[config.mk]
export PLATFORM = sky130hd
export DESIGN_NAME = gcd_arbiter
export DESIGN_NICKNAME = d
export VERILOG_FILES = /design/src/rtl/gcd_arbiter.sv
export SDC_FILE = /design/constraint.sdc
export NUM_CORES = 1
export LEC_CHECK = 0
export CORE_ASPECT_RATIO = 0.9
export CORE_MARGIN = 5
export CORE_UTILIZATION = 45
export CTS_BUF_LIST = sky130_fd_sc_hd__clkbuf_16
export DETAILED_ROUTE_END_ITERATION = 16
export PLACE_DENSITY = 0.94
export SYNTH_ARGS = -nofsm -noshare
export SYNTH_HDL_FRONTEND = slang
export SYNTH_SLANG_ARGS = --single-unit
[constraint.sdc]
create_clock -name clk_i -period 7.95 [get_ports clk_i]
set_clock_uncertainty 0.15 [all_clocks]
set_input_delay 1.9875 -clock clk_i [delete_from_list [all_inputs] [get_ports clk_i]]
set_output_delay 1.9875 -clock clk_i [all_outputs]
set_load 0.01 [all_outputs]
[src/rtl/gcd_arbiter.sv]
// gcd_arbiter: round-robin front end that shares one gcd datapath unit among
// NUM_REQ requesters. It runs one operation at a time: it accepts a request,
// pulses the gcd unit, waits for the result and holds it until the granted
// requester takes it.
module gcd_arbiter #(
    parameter int WIDTH   = 8,
    parameter int NUM_REQ = 4,
    parameter int ID_W    = $clog2(NUM_REQ),
    parameter int CNT_W   = 16
) (
    input  logic                     clk_i,
    input  logic                     rst_i,
    input  logic [NUM_REQ-1:0]       req_valid_i,
    output logic [NUM_REQ-1:0]       req_ready_o,
    input  logic [NUM_REQ*WIDTH-1:0] req_a_i,
    input  logic [NUM_REQ*WIDTH-1:0] req_b_i,
    output logic [NUM_REQ-1:0]       rsp_valid_o,
    input  logic [NUM_REQ-1:0]       rsp_ready_i,
    output logic [WIDTH-1:0]         rsp_gcd_o,
    output logic                     gcd_valid_o,
    output logic [WIDTH-1:0]         gcd_a_o,
    output logic [WIDTH-1:0]         gcd_b_o,
    input  logic [WIDTH-1:0]         gcd_result_i,
    input  logic                     gcd_valid_i,
    output logic [ID_W-1:0]          grant_id_o,
    output logic                     busy_o,
    output logic [CNT_W-1:0]         done_cnt_o
);

    typedef enum logic [1:0] {IDLE, ISSUE, WAIT, RESP} state_t;

    state_t              state_q, state_d;
    logic [WIDTH-1:0]    a_q, a_d;
    logic [WIDTH-1:0]    b_q, b_d;
    logic [WIDTH-1:0]    rsp_gcd_q, rsp_gcd_d;
    logic [NUM_REQ-1:0]  rsp_valid_q, rsp_valid_d;
    logic [ID_W-1:0]     grant_q, grant_d;
    logic [CNT_W-1:0]    cnt_q, cnt_d;
    logic                found;
    logic [ID_W-1:0]     winner;
    int                  idx;

    // Round-robin pick: first requester after the last grant, wrapping.
    // Resetting grant_q to NUM_REQ-1 makes requester 0 the first choice.
    always_comb begin
        found  = 1'b0;
        winner = '0;
        idx    = 0;
        for (int i = 1; i <= NUM_REQ; i++) begin
            idx = (int'(grant_q) + i) % NUM_REQ;
            if (!found && req_valid_i[idx[ID_W-1:0]]) begin
                found  = 1'b1;
                winner = idx[ID_W-1:0];
            end
        end
    end

    // Sequencer next-state and handshake outputs.
    always_comb begin
        state_d     = state_q;
        a_d         = a_q;
        b_d         = b_q;
        rsp_gcd_d   = rsp_gcd_q;
        rsp_valid_d = rsp_valid_q;
        grant_d     = grant_q;
        cnt_d       = cnt_q;
        req_ready_o = '0;
        gcd_valid_o = 1'b0;
        unique case (state_q)
            IDLE: begin
                if (found) begin
                    req_ready_o[winner] = 1'b1;
                    a_d     = req_a_i[winner*WIDTH +: WIDTH];
                    b_d     = req_b_i[winner*WIDTH +: WIDTH];
                    grant_d = winner;
                    state_d = ISSUE;
                end
            end
            ISSUE: begin
                // Single-cycle start pulse; operands are already stable.
                gcd_valid_o = 1'b1;
                state_d     = WAIT;
            end
            WAIT: begin
                if (gcd_valid_i) begin
                    rsp_gcd_d            = gcd_result_i;
                    rsp_valid_d          = '0;
                    rsp_valid_d[grant_q] = 1'b1;
                    state_d              = RESP;
                end
            end
            RESP: begin
                // Only the granted requester's ready bit can retire the result.
                if (rsp_ready_i[grant_q]) begin
                    rsp_valid_d = '0;
                    cnt_d       = cnt_q + 1'b1;
                    state_d     = IDLE;
                end
            end
            default: state_d = IDLE;
        endcase
    end

    // State and datapath registers; reset drops any in-flight operation.
    always_ff @(posedge clk_i) begin
        if (rst_i) begin
            state_q     <= IDLE;
            a_q         <= '0;
            b_q         <= '0;
            rsp_gcd_q   <= '0;
            rsp_valid_q <= '0;
            grant_q     <= ID_W'(NUM_REQ - 1);
            cnt_q       <= '0;
        end else begin
            state_q     <= state_d;
            a_q         <= a_d;
            b_q         <= b_d;
            rsp_gcd_q   <= rsp_gcd_d;
            rsp_valid_q <= rsp_valid_d;
            grant_q     <= grant_d;
            cnt_q       <= cnt_d;
        end
    end

    assign gcd_a_o     = a_q;
    assign gcd_b_o     = b_q;
    assign rsp_gcd_o   = rsp_gcd_q;
    assign rsp_valid_o = rsp_valid_q;
    assign grant_id_o  = grant_q;
    assign busy_o      = (state_q != IDLE);
    assign done_cnt_o  = cnt_q;

endmodule

# Word-level counts from Yosys, hierarchy flattened
# Cells that the tools add are included.
# word_totals
wordCells,76
ff_bits,48
in_bits,83
out_inout_bits,52
# classes
shift,2
addsub,5
eq_ne,6
order_cmp,8
mux,32
n_reduce_logical,16
# op_table
operator,n
variable part select 32 x 6 -> 8 bit,2
"< comparator 2 x 3 -> 1 bit, second input constant",6
"adder 16 x 1 -> 16 bit, second input constant",1
2-to-1 mux 4 bit,4
2-to-1 mux 2 bit,7
2-to-1 mux 1 bit,12
binary-select mux 1 bit (select 2 bit),5
one-hot mux 2 bit (4 select lines),1
one-hot mux 4 bit (2 select lines),1
"!= test 2 bit, second input constant",3
AND reduction 2 bit,3
AND reduction 3 bit,2
logical AND 1 bit,5
"adder 2 x 1 -> 2 bit, second input constant",2
"adder 2 bit, second input constant",2
demux 1 bit (select 2 bit),2
"== test 2 bit, second input constant",2
">= comparator 2 x 1 -> 1 bit, second input constant",2
nonzero test 2 bit,2
zero test 1 bit,3
"== test 2 x 1 -> 1 bit, second input constant",1
zero test 2 bit,1

# Longest topological paths before layout
# Gate-level depths: netlist (run 1).
# depth
depth_word,19
depth_mapped,11
mapped_depth_nobuf,8

# Worst setup path after synthesis (run 1)
# No wires, ideal clock.
# synth_path
kind,input-to-output
from,in req_valid_i[2]
to,out req_ready_o[0]
path_buffers,3
path_slack_ps,2259
arrival_ps,3554
cell_stages,7
required_time_ps,5812
cell_sequence,buf_2 -> mux4_2 -> a311oi_2 -> buf_6 -> buf_8 -> inv_1 -> nor3b_1
# synth_via
elab_chain_len,18
elab_cells_between_ends,29
cone_classes,order compare: 2; mux: 20; reduce/logical: 7
# synth_rtl
item,line,rtl
"start, declared",13,"input logic [NUM_REQ-1:0] req_valid_i,"
binary-select mux 1 bit (select 2 bit),51,if (!found && req_valid_i[idx[ID_W-1:0]]) begin
2-to-1 mux 1 bit (not written as such),51,
2-to-1 mux 1 bit,51,
zero test 1 bit,51,
logical AND 1 bit,51,
2-to-1 mux 1 bit,51,
zero test 1 bit,51,
logical AND 1 bit,51,
(+2 left out),--,
logical AND 1 bit,51,
2-to-1 mux 2 bit,51,
< comparator 2 x 3 -> 1 bit (not written as such) or >= comparator 2 x 1 -> 1 bit (tied branches),72,req_ready_o[winner] = 1'b1;
logical AND 1 bit (not written as such),72,
2-to-1 mux 1 bit (not written as such),72,
demux 1 bit (select 2 bit),72,
2-to-1 mux 4 bit *,71,if (found) begin
2-to-1 mux 4 bit *,69,unique case (state_q)
"end, declared",14,"output logic [NUM_REQ-1:0] req_ready_o,"
# Mark *: on every way between the ends. The rest lies on a longest branch, timed or not. The select of a mux whose other input is x is not followed.

# Worst setup path in the final report (run 1)
# layout_path
from,in req_valid_i[3]
to,out req_ready_o[2]
# The elaborated chain is that of the path after synthesis.

==> results of run 1 <==
==> worst max-delay path: stages <==
cell and delay (ps):
sky130_fd_sc_hd__clkdlybuf4s50_1 590, sky130_fd_sc_hd__mux4_2 580, sky130_fd_sc_hd__o211ai_1 120, sky130_fd_sc_hd__a22o_1 200, sky130_fd_sc_hd__o21ai_2 70, sky130_fd_sc_hd__buf_4 230, sky130_fd_sc_hd__nor3_1 270, sky130_fd_sc_hd__clkdlybuf4s50_1 610
==> power breakdown <==
part           switching, mW  internal [mW]  leakage, nW
sequential            0.0511          0.292        0.391
clock                 0.0836          0.114       0.0687
combinational          0.315          0.356         1.24
==> logic make-up (layout without fill, tap and decap cells) <==
logic type	Yosys count	after routing
and+or+nand+nor	103	103
muxes	59	59
AOI/OAI and AO/OA	54	54
DFF	48	48
buffers and inverters	34	155
xor gates and xnor gates	12	12
adders and majority gates	9	9
==> metrics by stage <==
step / utilization, % / cell area [um2]
2_1_floorplan: - / 2910
3_3_place_gp: 68.1 / 4240
3_5_place_dp: 68.1 / 4240
4_1_cts: 70.4 / 4380
5_1_grt: 70.4 / 4380
6_report: 70.4 / 4380
==> layout make-up <==
class	count	area share (%)
repair buffers	137	31.2
clock buffers	5	2.86
clock inverters	3	0.343
inverters	10	0.858
multi-input cells	237	40.3
well taps	87	2.49
flip-flops and latches	48	22.0
==> sequential cells by signal, summed over array words and instances (netlist names) <==
register	cells
rsp_gcd_o	8
state_q	2
rsp_valid_o	4
done_cnt_o	16
gcd_a_o	8
gcd_b_o	8
grant_id_o	2
==> per-layer routing <==
metal	vias up	global-route usage (%)
met4	0	10.1
met2	81	38.7
met1	1274	22.7
li1	1372	-
met3	22	4.34
met5	-	0
==> final timing paths <==
check                 start  slack, ps  cells after the start        endpoint
max          req_valid_i[3]       1130                      8  req_ready_o[2]
min            rsp_gcd_o[0]        300                      2    rsp_gcd_o[0]
min reg2reg    rsp_gcd_o[0]        300                      2    rsp_gcd_o[0]
max reg2reg   grant_id_o[0]       4440                      9      gcd_a_o[2]
==> cell usage in the layout, fill, tap and decap left out, types with 7 or more instances in the layout <==
cell and n:
sky130_fd_sc_hd__a21oi_1 16, sky130_fd_sc_hd__clkdlybuf4s50_1 134, sky130_fd_sc_hd__dfxtp_1 48, sky130_fd_sc_hd__ha_1 9, sky130_fd_sc_hd__inv_1 11, sky130_fd_sc_hd__mux2_2 18, sky130_fd_sc_hd__mux2i_1 38, sky130_fd_sc_hd__nand2_1 21
sky130_fd_sc_hd__nand3_1 14, sky130_fd_sc_hd__nand3b_1 17, sky130_fd_sc_hd__nor2_1 20, sky130_fd_sc_hd__o21ai_0 7, sky130_fd_sc_hd__o21ai_1 14, sky130_fd_sc_hd__xor2_1 7
==> Yosys cell counts (all sizes together) <==
library cell	number
xor2	7
mux2i	38
a211o	1
nand4	4
a211oi	2
mux2	18
nand3b	17
o21a	1
xnor2	5
a21oi	16
nand2b	4
clkbuf	12
o211ai	1
and4	1
o21ai	23
inv	10
nor3	3
and2b	1
mux4	3
ha	9
o22ai	1
a31oi	1
o31ai	1
or2b	1
nor2	20
and2	3
a311oi	2
or3	4
nand2	21
nor2b	2
and3	1
o21bai	1
a21o	1
nor3b	2
or2	1
a221oi	1
a22o	1
nand3	14
nand4b	4
a21boi	1
buf	12
dfxtp	48
==> summary by stage, run 1 <==
Cells and area
The sequential cell area is 961 um2. The post-layout instance count excluding filler cells is 527. The area of the multi-input gates is 1760 um2. The filler cells instantiated in the layout total 508. The number of antenna diodes in the final layout is 0. The growth of design area from synthesis to finish is 50.2%.

After the last flow step, the layout net total stands at roughly 530. The share of layout cells above drive strength 1 is 7.73%.

Logic synthesis
The number of flip-flops and latches in the synthesized netlist is 48. The area share of the largest cell type after synthesis is 33.0%. The mux contribution to synthesized area is 22.3%.

The cell type with the highest aggregate area in the netlist is sky130_fd_sc_hd__dfxtp_1. Counting every net in the synthesized netlist gives 411. The sequential area share after synthesis is 33.0%.

The per-instance average area after synthesis is 9.13 um2. In this run, distinct cell masters in the synthesized netlist total between 40 and 50. The synthesized netlist devotes 19.2% of its cell area to simple gates. The synthesized netlist devotes between 10 and 15% of its cell area to compound gates. By area the synthesized netlist is led by sky130_fd_sc_hd__dfxtp_1 33%, sky130_fd_sc_hd__mux2i_1 13%, sky130_fd_sc_hd__mux2_2 7.0%, sky130_fd_sc_hd__nand3b_1 4.4%, sky130_fd_sc_hd__ha_1 3.9%.

By area, the combinational part of the netlist is dominated by multiplexers. The synthesized-area fraction occupied by adder cells is under 10%. The gate count of the mapped netlist is about 320. In this run the cell area of the synthesized design comes to around 3000 um2. The Yosys step of the flow raised 0 warnings.

After Yosys synthesis, XOR and XNOR cells account for 3.61% of the synthesized area.

Worst setup path
At the worst endpoint, the required time is 5810 ps. The critical path startpoint category is an input port. STA classifies the critical path endpoint as a primary output. Of all nets on the critical path, the largest fanout is 21.

The worst setup path is of the input port to primary output kind. For the worst setup path, the data arrival time is 4680 ps.

Timing
Setup repair after global routing left no endpoint under its margin. The count of final hold-check violations is 0. At the pin with the least slew margin, the transition time is 737 ps. Setup violations remaining at the end of the flow were counted as 0. The post-route fraction of the period consumed by the critical path is a little under nine tenths. The slack of the critical path is 1130 ps.

The maximum operating frequency is 147 MHz. The post-route setup TNS is 0 ps. The max-slew violation count is 0.

The tightest hold path in the finished design has a slack of 303 ps. In this run the tightest slew margin relative to its limit is 50.9%. The worst path in the final design needs a cycle of 6820 ps, including I/O delays and setup.

Clocking
Clock-pin slew was measured on the worst setup and hold paths at 60 ps. For this design, the sink count on the clock tree is 48. The CTS tree is done. The count of instances resized after the clock tree is built is 0. In this run the clock root is driven by a sky130_fd_sc_hd__clkbuf_16. The setup fix buffers added after clock tree synthesis is 0. The clock passes through at most 2 buffers. For the worst-skew pair, the clock arrives at the later sink with an insertion delay of 280 ps. Clock tree synthesis inserted a total of 5 buffers. After clock tree synthesis, the flow added hold-fix buffers numbering 0. The total number of H-tree levels is 2.

Place
The global placement routability congestion is 0.849. Once detailed placement completed, the half-perimeter wirelength came to 6780 um. The cell count after placement is 519. The number of buffers added on ports is ~130. The worst slack at placement is ~1200 ps.

Power and ir drop
The analysis attributes to cell leakage a power of between 1.5 and 2 nW. In this run the power density over the cells is 277 nW/um2. The design draws 1.21 mW. The worst voltage drop across the vdd grid is 0.155 mV.

Global route
Entering global routing, the biggest net connects 50 pins. The number of global-route vias before repair is 2832. The first global-routing pass estimated 13500 um of wire. Across every metal layer, demand over resource in global routing totals 21.0%.

The final global-route overflow total is 0. The initial antenna violation count is 0.

Die
The I/O pin count is between 100 and 150. The height of the die is 86.3 um. The width of the chip is 94.8 um. The initial cell density of the core is 46.9%. The die covers between 8000 and 9000 um2.

The core area is 6220 um2. The total number of placement rows is 27.

Routing
In the final routing, the length of wire on met1 measures around 3400 um. The number of DRC violations after detailed-routing iteration 0 is 60. The uppermost layer routed is met4. In this run the remaining antenna-violating nets after routing total 0. After detailed routing, the average wire length per cell comes to 16.4 um. For this block, the via count after detailed routing is between 2000 and 3000. The routed wire length on met3 is 397 um. The count of unresolved DRC violations after routing is 0. Dividing the detail-routed via count by the number of cells gives 5.22. The wire length after detailed routing is 8620 um. The first-pass iteration count of the detailed router is 4. The wire length on met2 is approximately 4500 um.

Worst hold path
The worst min-delay path category is flop to flop.

Run
Across the run, the number of max-cap violations was 0.

Run status
The run finished with clean final reports.
No activity file was read; power rests on OpenSTA's default activity.
==> run 2, diff against run 1 <==
- ABC_AREA: unset -> 1
- ABC_CLOCK_PERIOD_IN_PS: unset -> 7950
- CORE_MARGIN: 5 -> 2
- CORE_UTILIZATION: 45 -> 47
- PLACE_DENSITY: 0.94 -> 0.95
==> run 2 against run 1 <==
Effect of this change: first-iteration DRC count increased to 2.8 times the previous value; sequential power about the same; routed wire length increased by 4.8%; worst setup slack got worse by 170 ps; utilization increased by 0.83 points; sequential share of layout area decreased by 1.7 points; clock power increased by 21%; critical path depth increased by 2; area after synthesis increased by 12%; largest cell class unchanged; non-clock buffer count decreased by 3.
==> summary by stage, run 2 <==
Logic synthesis
The number of warnings reported in the yosys synthesis log is 0 (unchanged). The distinct cell type count of the synthesized netlist is 33 (was 49). The gate count of the mapped netlist was 535 (was 319).

The fraction of synthesis flops using an asynchronous set or reset pin was 0% (unchanged). The combined area of all synthesized cells came to 3270 um2 (was 2910 um2). The dominant register cell in the synthesized netlist is sky130_fd_sc_hd__dfxtp_1 (unchanged). The cell type with the highest aggregate area in the netlist is sky130_fd_sc_hd__dfxtp_1 (unchanged).

The number of flip-flops and latches in the synthesized netlist is 48 (unchanged). The most instantiated library cell after synthesis is sky130_fd_sc_hd__inv_1 (was sky130_fd_sc_hd__dfxtp_1). The per-instance average area after synthesis is 6.12 um2 (was 9.13 um2). The post-synthesis net count came to 627 (was 411). The area share of the largest cell type after synthesis is 29.4% (was 33.0%). Post-synth top cells: 112 x sky130_fd_sc_hd__inv_1, 99 x sky130_fd_sc_hd__nand2_1, 96 x sky130_fd_sc_hd__nand3_1 (was 48 x sky130_fd_sc_hd__dfxtp_1, 38 x sky130_fd_sc_hd__mux2i_1, 21 x sky130_fd_sc_hd__nand2_1).

The sequential area share after synthesis was 29.4% (was 33.0%). The number of enable-type register cells in the synthesized netlist is 0 (unchanged). Top cells by area in the synthesized netlist: sky130_fd_sc_hd__dfxtp_1 29%, sky130_fd_sc_hd__nand3_1 15%, sky130_fd_sc_hd__inv_1 13%, sky130_fd_sc_hd__nand2_1 11%, sky130_fd_sc_hd__nor2_1 7.1% (was sky130_fd_sc_hd__dfxtp_1 33%, sky130_fd_sc_hd__mux2i_1 13%, sky130_fd_sc_hd__mux2_2 7.0%, sky130_fd_sc_hd__nand3b_1 4.4%, sky130_fd_sc_hd__ha_1 3.9%).

Power and ir drop
The worst voltage drop across the vdd grid came to 0.179 mV (was 0.155 mV). The post-layout total power is 1.58 mW (was 1.21 mW). The combinational share of power came to 63.2% (was 55.4%). The internal power consumption is 0.829 mW (was 0.762 mW). The static power due to leakage was 2.28 nW (was 1.70 nW). The portion of total power attributed to the clock network came to 15.2% (was 16.3%). The switching power share of the total is 47.5% (was 37.1%). The switching power of the nets is 0.751 mW (was 0.449 mW). The share of total power in sequential cells is 21.6% (was 28.3%). The power density of the placed cells is 333 nW/um2 (was 277 nW/um2).

Cells and area
The antenna diode count is 0 (unchanged). The final core utilization was 71.2% (was 70.4%). The leading cell type in the layout, fill and taps excluded is sky130_fd_sc_hd__clkdlybuf4s50_1 (unchanged). The total of fill cells in the finished design is 543 (was 508).

The sequential cell area came to 961 um2 (unchanged). Commonest cells after routing, fill and taps aside: 134 x sky130_fd_sc_hd__clkdlybuf4s50_1, 112 x sky130_fd_sc_hd__inv_1, 99 x sky130_fd_sc_hd__nand2_1, 96 x sky130_fd_sc_hd__nand3_1, 62 x sky130_fd_sc_hd__nor2_1 (was 134 x sky130_fd_sc_hd__clkdlybuf4s50_1, 48 x sky130_fd_sc_hd__dfxtp_1, 38 x sky130_fd_sc_hd__mux2i_1, 21 x sky130_fd_sc_hd__nand2_1, 20 x sky130_fd_sc_hd__nor2_1). The share of layout cells above drive strength 1 is 5.34% (was 7.73%). The area of the multi-input gates is 1700 um2 (was 1760 um2). The number of nets at the end of the flow is 747 (was 531). The number of flip-flops in the largest register came to 16 (unchanged). The growth of design area from synthesis to finish is 44.8% (was 50.2%).

Clocking
The count of instances resized after the clock tree is built is 0 (unchanged). The CTS tree is done (unchanged). The latest clock arrival within the worst-skew pair was 280 ps (about the same). The setup fix buffers added after clock tree synthesis was 0 (unchanged). The hold buffer count at cts is 0 (unchanged). The number of sinks on the clock net is 48 (unchanged). The clock buffer count from CTS was 5 (unchanged). The total number of H-tree levels is 2 (unchanged). The worst-case clock buffer depth was 2 (unchanged). The cell at the root of the clock tree is sky130_fd_sc_hd__clkbuf_16 (unchanged).

The clock slew at the register clock pins of the worst setup and hold paths came to 60 ps (about the same).

Worst setup path
Ordered cell list for the critical path: clkdlybuf4s50_1 > nand2_1 > nand3_1 > nand2_2 > o21ai_4 > nand2_4 > inv_1 > nand2_1 > nor2_1 > clkdlybuf4s50_1 (was clkdlybuf4s50_1 > mux4_2 > o211ai_1 > a22o_1 > o21ai_2 > buf_4 > nor3_1 > clkdlybuf4s50_1). The category of the worst setup path capture point is a primary output (unchanged). The cell type of the slowest stage on the worst timing path is sky130_fd_sc_hd__o21ai_4 (was sky130_fd_sc_hd__clkdlybuf4s50_1).

The critical path's largest stage delay is 680 ps (was 610 ps). The critical path startpoint category was an input port (unchanged). The critical path start-end classification is input port to primary output (unchanged). The required time at the endpoint of the critical path is 5810 ps (about the same). The critical path arrival is 4850 ps (was 4680 ps). The biggest fanout along the worst timing path came to 34 (was 21).

Place
The global placement routability congestion is 0.915 (was 0.849). The detailed placer's ending HPWL came to 6940 um (was 6780 um). The number of buffers added on ports is 134 (unchanged).

Routing
The via count was 3736 (was 2749). The residual antenna-violating net count after detailed routing is 0 (unchanged). The first-pass iteration count of the detailed router is 4 (unchanged). The wire length after detailed routing is 9030 um (was 8620 um).

The count of unresolved DRC violations after routing was 0 (unchanged). The number of DRC violations after detailed-routing iteration 0 came to 168 (was 60). The average routed wire per standard cell was 12.1 um (was 16.4 um). The per-cell via count in the routed design was 5.01 (was 5.22).

Die
The width of the chip is 92.0 um (was 94.8 um). The overall die area is 7650 um2 (was 8190 um2). The initial cell density of the core is 49.2% (was 46.9%). The I/O pin count was 135 (unchanged). The height of the die is 83.2 um (was 86.3 um). The total number of placement rows was 28 (was 27). The core area is 6660 um2 (was 6220 um2).

Timing
The count of final hold-check violations is 0 (unchanged). The max-slew violation count is 0 (unchanged). The clock period minus final worst setup slack is 6980 ps (was 6820 ps).

The transition at the pin with the smallest max-transition slack came to 961 ps (was 737 ps). The worst slew margin relative to its limit is 35.7% (was 50.9%). Setup repair after global routing missed its margin: false (unchanged). The post-route setup TNS was 0 ps (unchanged). The post-route fraction of the period consumed by the critical path was 87.8% (was 85.8%). The final number of setup-violating endpoints is 0 (unchanged). The maximum operating frequency is 143 MHz (was 147 MHz).

Global route
The number of global-route vias before repair is 3505 (was 2832). The initial antenna violation count is 0 (unchanged). The final global-route overflow total came to 0 (unchanged).

The maximum number of pins on one net before global-route repair is 37 (was 50). The total track usage is 23.1% (was 21.0%). The global-route wire length before repair is 14900 um (was 13500 um).

Run
The number of violations of the max-capacitance limit is 0 (unchanged).

Run status
Status: completed (unchanged).

Worst hold path
The worst min-delay path category is flop to flop (unchanged).
==> run 2: changes by cell type after synthesis, moves of 18 or more <==
| cell | delta |
|---|---|
| sky130_fd_sc_hd__nand3_1 | +82 |
| sky130_fd_sc_hd__mux2i_1 | -38 |
| sky130_fd_sc_hd__nand2_1 | +78 |
| sky130_fd_sc_hd__nor2_1 | +42 |
| sky130_fd_sc_hd__inv_1 | +102 |
| sky130_fd_sc_hd__mux2_2 | -18 |
==> run 2: area by class of cell <==
cell class,count,area share [%]
Clock buffer,5,2.64
Inverter,119,9.58
Tap cell,90,2.38
Timing Repair Buffer,134,28.3
Sequential cell,48,20.3
Multi-Input combinational cell,347,35.9
Clock inverter,3,0.897
==> run 2: worst max-delay path, delay by kind of cell <==
family / cells / cell delay [ps]
and+or+nand+nor: 6 / 910
AOI/OAI and AO/OA: 1 / 680
buffers and inverters: 3 / 1270
==> run 2: path summary, 6_finish.rpt <==
path,startpoint,slack [ps],cells past startpoint,endpoint
worst max register to register,grant_id_o[0],4770,12,gcd_a_o[4]
worst max-delay path,req_valid_i[2],970,10,req_ready_o[1]
worst min register to register,rsp_valid_o[3],320,2,rsp_valid_o[3]
worst min-delay path,rsp_valid_o[3],320,2,rsp_valid_o[3]
==> run 2: stage by stage <==
stage | hold WS [ps] | cells | area [um2] | setup slack [ps]
after floorplan | 340 | 535 | 3270 | 2740
after global placement | 307 | 738 | 4570 | 1140
after detailed placement | 308 | 738 | 4570 | 983
after CTS | 318 | 746 | 4740 | 991
after global routing | 338 | 746 | 4740 | 740
final | 319 | 746 | 4740 | 966
==> run 2: cells by family after synthesis <==
| family | count (synthesis) | synth area share, % |
|---|---|---|
| and+or+nand+nor | 291 | 40.5 |
| xor gates and xnor gates | 2 | 0.535 |
| DFF | 48 | 29.4 |
| AOI/OAI and AO/OA | 45 | 7.61 |
| buffers and inverters | 140 | 18.6 |
| adders and majority gates | 9 | 3.44 |
==> run 2: per-layer routing <==
layer	up-vias	GRT usage [%]	wire [um]
li1	1890	-	-
met1	1657	27.5	3810
met2	169	41.7	4430
met3	20	4.45	657
met4	0	6.92	138
met5	-	0	0
==> run 2: power groups by stage <==
stage / clock, mW / combinational, mW / sequential [mW]
floorplan: 0 / 0.755 / 0.354
global placement: 0 / 0.945 / 0.343
detailed placement: 0 / 0.989 / 0.346
CTS: 0.243 / 0.995 / 0.342
global route: 0.252 / 1.12 / 0.348
finish: 0.240 / 0.999 / 0.341
